==> src/rtl/wb_pkg.sv <==
// Shared types and constants for the writeback arbiter.
// Packet layout: {result[15:0], R1 tag[4:0], R0 tag[4:0]}.
package wb_pkg;

    localparam int RES_W   = 26;
    localparam int DATA_W  = 16;
    localparam int TAG_W   = 5;
    localparam int NUM_SRC = 3;

    typedef logic [RES_W-1:0] res_t;

    typedef enum logic [1:0] {
        SRC_A0 = 2'd0,
        SRC_A1 = 2'd1,
        SRC_M  = 2'd2
    } src_e;

endpackage

==> src/rtl/wb_arbiter_if.sv <==
// Producer-side and writeback-bus handshake signals of the writeback arbiter.
// slave: the arbiter's view; master: the execute stage / consumer view.
interface wb_arbiter_if;
    import wb_pkg::*;

    logic       a0_valid;
    res_t       a0_res;
    logic       a0_ready;
    logic       a1_valid;
    res_t       a1_res;
    logic       a1_ready;
    logic       m_valid;
    res_t       m_res;
    logic       m_ready;
    logic       wb_valid;
    res_t       wb_res;
    logic [1:0] wb_src;
    logic       wb_ready;

    modport slave (
        input  a0_valid, a0_res, a1_valid, a1_res, m_valid, m_res, wb_ready,
        output a0_ready, a1_ready, m_ready, wb_valid, wb_res, wb_src
    );

    modport master (
        output a0_valid, a0_res, a1_valid, a1_res, m_valid, m_res, wb_ready,
        input  a0_ready, a1_ready, m_ready, wb_valid, wb_res, wb_src
    );

endinterface

==> src/rtl/wb_fifo.sv <==
// Per-source packet FIFO. DEPTH must be a power of two so the pointers wrap
// naturally; count runs 0..DEPTH. The caller gates push with !full and pop
// with !empty.
module wb_fifo #(
    parameter int DEPTH = 4,
    parameter int W     = 26
) (
    input  logic         clk,
    input  logic         rst,
    input  logic         push,
    input  logic [W-1:0] din,
    input  logic         pop,
    output logic [W-1:0] dout,
    output logic         empty,
    output logic         full
);
    localparam int AW = $clog2(DEPTH);

    logic [W-1:0]  mem_q [DEPTH];
    logic [AW-1:0] wptr_q, wptr_d;
    logic [AW-1:0] rptr_q, rptr_d;
    logic [AW:0]   cnt_q, cnt_d;

    assign dout  = mem_q[rptr_q];
    assign empty = (cnt_q == '0);
    assign full  = (cnt_q == (AW+1)'(DEPTH));

    // Next pointer / occupancy values from this cycle's push and pop.
    always_comb begin
        wptr_d = wptr_q + AW'(push);
        rptr_d = rptr_q + AW'(pop);
        cnt_d  = cnt_q + (AW+1)'(push) - (AW+1)'(pop);
    end

    // Pointer and count state, cleared asynchronously.
    always_ff @(posedge clk or posedge rst) begin
        if (rst) begin
            wptr_q <= '0;
            rptr_q <= '0;
            cnt_q  <= '0;
        end else begin
            wptr_q <= wptr_d;
            rptr_q <= rptr_d;
            cnt_q  <= cnt_d;
        end
    end

    // Storage array; contents need no reset since count gates visibility.
    always_ff @(posedge clk) begin
        if (push) mem_q[wptr_q] <= din;
    end

endmodule

==> src/rtl/wb_arbiter.sv <==
// Writeback arbiter: one FIFO per execute unit (A0, A1, M), round-robin
// selection into a registered valid/ready output.
// Optional macro WB_BYPASS_EN: an empty FIFO whose producer is pushing may
// win arbitration directly, giving 1-cycle latency instead of 2.
module wb_arbiter
    import wb_pkg::*;
#(
    parameter int DEPTH = 4,
    parameter int RES_W = wb_pkg::RES_W
) (
    input  logic         clk,
    input  logic         rst,
    wb_arbiter_if.slave  bus
);
    logic [NUM_SRC-1:0] in_valid;
    res_t               in_res   [NUM_SRC];
    res_t               fifo_dout[NUM_SRC];
    logic [NUM_SRC-1:0] empty, full;
    logic [NUM_SRC-1:0] push, fifo_push, pop, byp, cand;

    logic [1:0] gsel;
    logic       any_cand;
    logic       load;
    res_t       load_res;

    logic       wb_valid_q, wb_valid_d;
    res_t       wb_res_q,   wb_res_d;
    logic [1:0] wb_src_q,   wb_src_d;
    src_e       last_grant_q, last_grant_d;

    assign in_valid  = {bus.m_valid, bus.a1_valid, bus.a0_valid};
    assign in_res[0] = bus.a0_res;
    assign in_res[1] = bus.a1_res;
    assign in_res[2] = bus.m_res;

    // Ready depends only on registered occupancy: a full FIFO refuses a
    // push even in a cycle where it is being popped.
    assign bus.a0_ready = !full[0];
    assign bus.a1_ready = !full[1];
    assign bus.m_ready  = !full[2];

    assign bus.wb_valid = wb_valid_q;
    assign bus.wb_res   = wb_res_q;
    assign bus.wb_src   = wb_src_q;

    assign push      = in_valid & ~full;
    assign fifo_push = push & ~byp;

    for (genvar g = 0; g < NUM_SRC; g++) begin : g_src
        wb_fifo #(.DEPTH(DEPTH), .W(RES_W)) u_fifo (
            .clk   (clk),
            .rst   (rst),
            .push  (fifo_push[g]),
            .din   (in_res[g]),
            .pop   (pop[g]),
            .dout  (fifo_dout[g]),
            .empty (empty[g]),
            .full  (full[g])
        );
    end

    // Candidate set; a source with buffered packets never bypasses so its
    // order is preserved.
    always_comb begin
`ifdef WB_BYPASS_EN
        cand = ~empty | (empty & push);
`else
        cand = ~empty;
`endif
    end

    // Round-robin search starting at the source after last_grant.
    always_comb begin
        int idx;
        gsel     = 2'(last_grant_q);
        any_cand = 1'b0;
        for (int i = 1; i <= NUM_SRC; i++) begin
            idx = (int'(last_grant_q) + i) % NUM_SRC;
            if (!any_cand && cand[idx]) begin
                any_cand = 1'b1;
                gsel     = 2'(idx);
            end
        end
    end

    assign load = (!wb_valid_q || bus.wb_ready) && any_cand;

    // Winner pops its FIFO, or on bypass takes the packet straight off its input.
    always_comb begin
        pop = '0;
        byp = '0;
        for (int i = 0; i < NUM_SRC; i++) begin
            if (load && gsel == 2'(i)) begin
`ifdef WB_BYPASS_EN
                byp[i] = empty[i] && push[i];
`endif
                pop[i] = !empty[i];
            end
        end
        load_res = byp[gsel] ? in_res[gsel] : fifo_dout[gsel];
    end

    // Output register next state: load, drain to idle, or hold while stalled.
    always_comb begin
        wb_valid_d   = wb_valid_q;
        wb_res_d     = wb_res_q;
        wb_src_d     = wb_src_q;
        last_grant_d = last_grant_q;
        if (load) begin
            wb_valid_d   = 1'b1;
            wb_res_d     = load_res;
            wb_src_d     = gsel;
            last_grant_d = src_e'(gsel);
        end else if (bus.wb_ready) begin
            wb_valid_d = 1'b0;
        end
    end

    // Output register and round-robin pointer; A0 has first priority after reset.
    always_ff @(posedge clk or posedge rst) begin
        if (rst) begin
            wb_valid_q   <= 1'b0;
            wb_res_q     <= '0;
            wb_src_q     <= 2'd0;
            last_grant_q <= SRC_M;
        end else begin
            wb_valid_q   <= wb_valid_d;
            wb_res_q     <= wb_res_d;
            wb_src_q     <= wb_src_d;
            last_grant_q <= last_grant_d;
        end
    end

endmodule

==> src/flat_wrapper.sv <==
// flat-port wrapper written by rule: the top's interface ports become plain ports
module wb_arbiter_flat import wb_pkg::*;
#(
    parameter int DEPTH = 4,
    parameter int RES_W = wb_pkg::RES_W
)
  (clk, rst, bus_a0_valid, bus_a0_res, bus_a1_valid, bus_a1_res, bus_m_valid, bus_m_res, bus_wb_ready, bus_a0_ready, bus_a1_ready, bus_m_ready, bus_wb_valid, bus_wb_res, bus_wb_src);
  wb_arbiter_if bus_i ();
  input  logic clk;
  input  logic rst;
  input wire logic [$bits(bus_i.a0_valid)-1:0] bus_a0_valid;
  input wire logic [$bits(bus_i.a0_res)-1:0] bus_a0_res;
  input wire logic [$bits(bus_i.a1_valid)-1:0] bus_a1_valid;
  input wire logic [$bits(bus_i.a1_res)-1:0] bus_a1_res;
  input wire logic [$bits(bus_i.m_valid)-1:0] bus_m_valid;
  input wire logic [$bits(bus_i.m_res)-1:0] bus_m_res;
  input wire logic [$bits(bus_i.wb_ready)-1:0] bus_wb_ready;
  output wire logic [$bits(bus_i.a0_ready)-1:0] bus_a0_ready;
  output wire logic [$bits(bus_i.a1_ready)-1:0] bus_a1_ready;
  output wire logic [$bits(bus_i.m_ready)-1:0] bus_m_ready;
  output wire logic [$bits(bus_i.wb_valid)-1:0] bus_wb_valid;
  output wire logic [$bits(bus_i.wb_res)-1:0] bus_wb_res;
  output wire logic [$bits(bus_i.wb_src)-1:0] bus_wb_src;
  assign bus_i.a0_valid = bus_a0_valid;
  assign bus_i.a0_res = bus_a0_res;
  assign bus_i.a1_valid = bus_a1_valid;
  assign bus_i.a1_res = bus_a1_res;
  assign bus_i.m_valid = bus_m_valid;
  assign bus_i.m_res = bus_m_res;
  assign bus_i.wb_ready = bus_wb_ready;
  assign bus_a0_ready = bus_i.a0_ready;
  assign bus_a1_ready = bus_i.a1_ready;
  assign bus_m_ready = bus_i.m_ready;
  assign bus_wb_valid = bus_i.wb_valid;
  assign bus_wb_res = bus_i.wb_res;
  assign bus_wb_src = bus_i.wb_src;
  wb_arbiter #(.DEPTH(DEPTH), .RES_W(RES_W)) u_core (.clk(clk), .rst(rst), .bus(bus_i));
endmodule
==> config.mk <==
export PLATFORM = sky130hd
export DESIGN_NAME = wb_arbiter_flat
export DESIGN_NICKNAME = d
export VERILOG_FILES = /design/src/rtl/wb_pkg.sv /design/src/rtl/wb_arbiter_if.sv /design/src/rtl/wb_fifo.sv /design/src/rtl/wb_arbiter.sv /design/src/flat_wrapper.sv
export SDC_FILE = /design/constraint.sdc
export NUM_CORES = 1
export LEC_CHECK = 0
export CELL_PAD_IN_SITES_DETAIL_PLACEMENT = 0
export CELL_PAD_IN_SITES_GLOBAL_PLACEMENT = 1
export CORE_MARGIN = 5
export CORE_UTILIZATION = 44
export DETAILED_ROUTE_END_ITERATION = 8
export GPL_TIMING_DRIVEN = 0
export MAX_ROUTING_LAYER = met4
export PLACE_DENSITY = 0.71
export SYNTH_ARGS = -nofsm -noshare
export SYNTH_HDL_FRONTEND = slang
export SYNTH_SLANG_ARGS = --single-unit
==> constraint.sdc <==
create_clock -name clk -period 8.49 [get_ports clk]
set_input_delay 1.698 -clock clk [delete_from_list [all_inputs] [get_ports clk]]
set_output_delay 1.698 -clock clk [all_outputs]
set_load 0.01 [all_outputs]
==> impl.org <==
** Placement
- Routability-driven placement finished with a final weighted congestion of 0.812.
- In this run the tool buffered the top-level ports with 115 buffer cells.
- Timing analysis after detailed placement gives a worst setup slack of 4.07 ns.
- Detailed placement ended at an HPWL of 20.8 mm.

** Setup path
- Data arrival at the endpoint of the critical path :: 4.29 ns
- Traced cell by cell, the critical path runs through clkdlybuf4s50_1 -> nor2b_1 -> clkbuf_1 -> a211oi_1 -> nand3_1 -> xnor2_1 -> ha_1 -> inv_1 -> fa_1 -> xnor2_1 -> xnor2_1.
- STA classifies the critical path startpoint as an input pin.
- STA classifies the critical path endpoint as a register.
- The largest single stage delay on the critical path is between 0.4 and 0.5 ns.
- Dominant cell type by count on the critical path :: sky130_fd_sc_hd__xnor2_1
- Of all nets on the critical path, the largest fanout is 10.
- STA puts the critical path data required time at 8.90 ns.
- The worst setup path is of the in2reg kind.
- The slowest stage of the critical path belongs to the cell sky130_fd_sc_hd__a211oi_1.

** Finish
- Multi-input gate area :: 3530 sq um
- Total of fill cells in the finished design :: 2638
- The number of antenna diodes in the final layout is 0.
- Leading cell types in the layout, fill and taps excluded :: sky130_fd_sc_hd__edfxtp_1, sky130_fd_sc_hd__clkdlybuf4s50_1, sky130_fd_sc_hd__mux4_2
- Leaving out fill and tap cells, the most frequent cell in the layout is sky130_fd_sc_hd__edfxtp_1.
- Area occupied by registers :: ~11000 sq um
- Relative to the synthesized area, the layout overhead comes to 22.1%.
- Cells with a size suffix above 1 make up approximately a fifth of the layout.
- For this run, the post-layout net count is 1009.

** Drt
- The count of nets left with antenna violations once routing finished came out at 0.
- Initial drt markers :: 384
- Post-detailed-routing wire length :: 29.3 mm
- DR WL/cell :: about 21 microns
- The routed layout has around 7200 vias.
- After detailed routing, the number of remaining DRC violations is 0.
- Dividing the detail-routed via count by the number of cells gives 5.22.
- First-pass iteration count of the detailed router :: 5

** Logic synthesis
- Async set-reset flop share out of synthesis :: 14.0%
- Register area share after synthesis :: 73.5%
- Instance count of the mapped netlist :: 743
- Number of library cell types mapped by synthesis :: 50
- Dividing the synthesized area by the synthesized cell count gives 19.5 sq um.
- Register bit total from synthesis :: roughly 360
- Number of enable-type register cells in the synthesized netlist :: 312
- Synth Net Count :: roughly 840
- In the synthesized netlist the dominant register cell turns out to be sky130_fd_sc_hd__edfxtp_1.
- Mapped Area :: 14500 sq um
- Number of warnings printed during yosys synthesis :: 0

** Global route
- Entering global routing, the biggest net connects slightly above 40 pins.
- For this run the aggregate overflow at the end of global routing stands at 0.
- Number of antenna violations at the first check in global routing :: 0
- For this run, the total global-route usage over all layers was measured as between 15 and 20%.
- The first global-routing pass estimated between 40 and 50 mm of wire.
- The number of global-route vias before repair is between 7000 and 8000.

** Clock network
- Total clock buffers created by CTS :: 38
- Maximum level of the CTS H-tree :: 2
- The number of gates resized after CTS was 0.
- The clock reaches the later pin of the worst-skew pair after 0.53 ns.
- Counting every sink on the clock net gives 363.
- Hold bufs inserted after CTS :: 0
- TritonCTS built the clock tree.
- Setup Fix Bufs, Post-CTS :: 0
- Root buffer cell :: sky130_fd_sc_hd__clkbuf_16
- Clock-pin slew was measured on the worst setup and hold paths at 0.06 ns.
- Number of buffers on the longest clock path :: 3

** Timing
- After layout, the worst setup slack is 4.61 ns.
- Least-Margin Pin Slew :: 0.932 ns
- For the final database, setup skew stands at 0.0198 ns.
- Worst slew margin relative to its limit :: 37.9%
- Fin crit share :: 45.7%
- The final-report hold violation count came to 0.
- Derived from the worst setup path, the maximum achievable clock frequency is 0.258 GHz.
- Summed over all failing endpoints, the final setup total negative slack is 0 ns.
- Setup repair after global routing left no endpoint under its margin.
- Count of final max-slew check failures :: 0
- Count of final setup violators :: 0
- Min cycle time layout :: 3.88 ns

** Die
- Die height :: 191 microns
- For this configuration, the core starts out at a cell density of 44.5%.
- Row count :: 66
- The region available for standard cell placement spans around 33000 sq um.
- The floorplan step set the die width to 191 microns.
- 116 I/O pins were placed.
- The floorplan step defined a die boundary enclosing 36600 sq um.

** Min path
- Min-Delay Path Class :: reg2reg

** Power
- IR analysis of the VDD net gives a maximum drop of 209 uV.
- The analysis attributes to cell leakage a power of 6.04 nW.
- Pwr/cell area :: 390 nW/um^2

** Status
- Run status :: complete, no violations

** Flow run
- The tool flagged a number of max-cap violations equal to 0.
-- layer usage --
layer / vias to the layer above / global-route usage (%) / part of all wire, %
met3: 42 / 2.68 / 5.0
met4: 0 / 3.92 / 1.5
met2: 167 / 25.8 / 49
met1: 3661 / 23.3 / 45
li1: 3363 / - / -
met5: - / - / 0
-- report_power, final --
part / leakage, nW / switching, W / total [W] / internal [W]
clock network: 0.617 / 0.000665 / 0.00165 / 0.000989
registers: 3.47 / 0.000183 / 0.00260 / 0.00242
logic: 1.96 / 0.00146 / 0.00263 / 0.00117
-- worst paths after layout --
kind                                             start                                to  slack, ns  depth (start not counted)
worst max-delay path                      bus_wb_ready   u_core.g_src[0].u_fifo.cnt_q[2]       4.61                         11
worst min-delay path              u_core.bus.wb_src[1]              u_core.bus.wb_src[1]       0.49                          2
worst max register to register  u_core.last_grant_q[0]   u_core.g_src[0].u_fifo.cnt_q[2]       4.62                         15
worst min register to register    u_core.bus.wb_src[1]              u_core.bus.wb_src[1]       0.49                          2
max in group asynchronous                          rst            u_core.last_grant_q[1]       6.50                          3
min in group asynchronous                          rst  u_core.g_src[2].u_fifo.wptr_q[1]       1.43                          2
-- final cells by class --
type	instances	area share (%)
multi-input combinational	297	20.0
timing repair buffer	130	7.52
clock inverter	21	1.27
clock buffer	49	5.85
inverter	39	0.828
buffer	44	1.21
tap	442	3.13
sequential	363	60.2
-- synthesized netlist by cell type (all sizes together), types with 13 or more instances --
cell type | count | area share (%)
clkbuf | 24 | 0.62
a32oi | 26 | 1.6
xnor2 | 13 | 0.79
o21ai | 30 | 1.0
inv | 39 | 1.0
nand2 | 15 | 0.39
dfrtp | 50 | 8.6
nor2 | 13 | 0.34
mux4 | 78 | 12
a211oi | 29 | 1.5
edfxtp | 312 | 65
mux2i | 26 | 1.8
buf | 20 | 0.86
-- critical path, delay by kind of cell --
family,cells,cell delay (ns)
buffers and inverters,3,0.76
adders and majority gates,2,0.54
xor gates and xnor gates,3,0.50
AOI/OAI and AO/OA,1,0.48
and+or+nand+nor,2,0.32
-- through the flow --
stage	cell area [sq um]	util, %	total power, W	hold slack [ns]	instances
floorplan	14500	-	0.00442	0.494	743
global placement	16200	49.7	0.00525	0.472	1300
detailed placement	16400	50.4	0.00531	0.480	1315
CTS	17700	54.3	0.00698	0.493	1385
global route	17700	54.3	0.00731	0.512	1385
finish	17700	54.3	0.00689	0.492	1385
-- logic make-up (layout without fill, tap and decap cells) --
group | Yosys count | count (layout) | share of synthesized area (%)
flops | 363 | 363 | 73.5
mux | 104 | 104 | 13.9
fa+ha+maj | 12 | 12 | 1.19
compound gates | 101 | 101 | 5.10
simple gates | 62 | 62 | 2.65
buf+inv | 83 | 283 | 2.49
xor+xnor | 18 | 18 | 1.09
-- registers in the layout, indices dropped and copies added (netlist names) --
signal                      flops
u_core.g_src.u_fifo.rptr_q      6
u_core.bus.wb_res              26
u_core.bus.wb_src               1
u_core.g_src.u_fifo.cnt_q       9
u_core.last_grant_q             2
u_core.g_src.u_fifo.mem_q     312
u_core.g_src.u_fifo.wptr_q      6
u_core.bus.wb_valid             1
No activity file was read; power rests on OpenSTA's default activity.
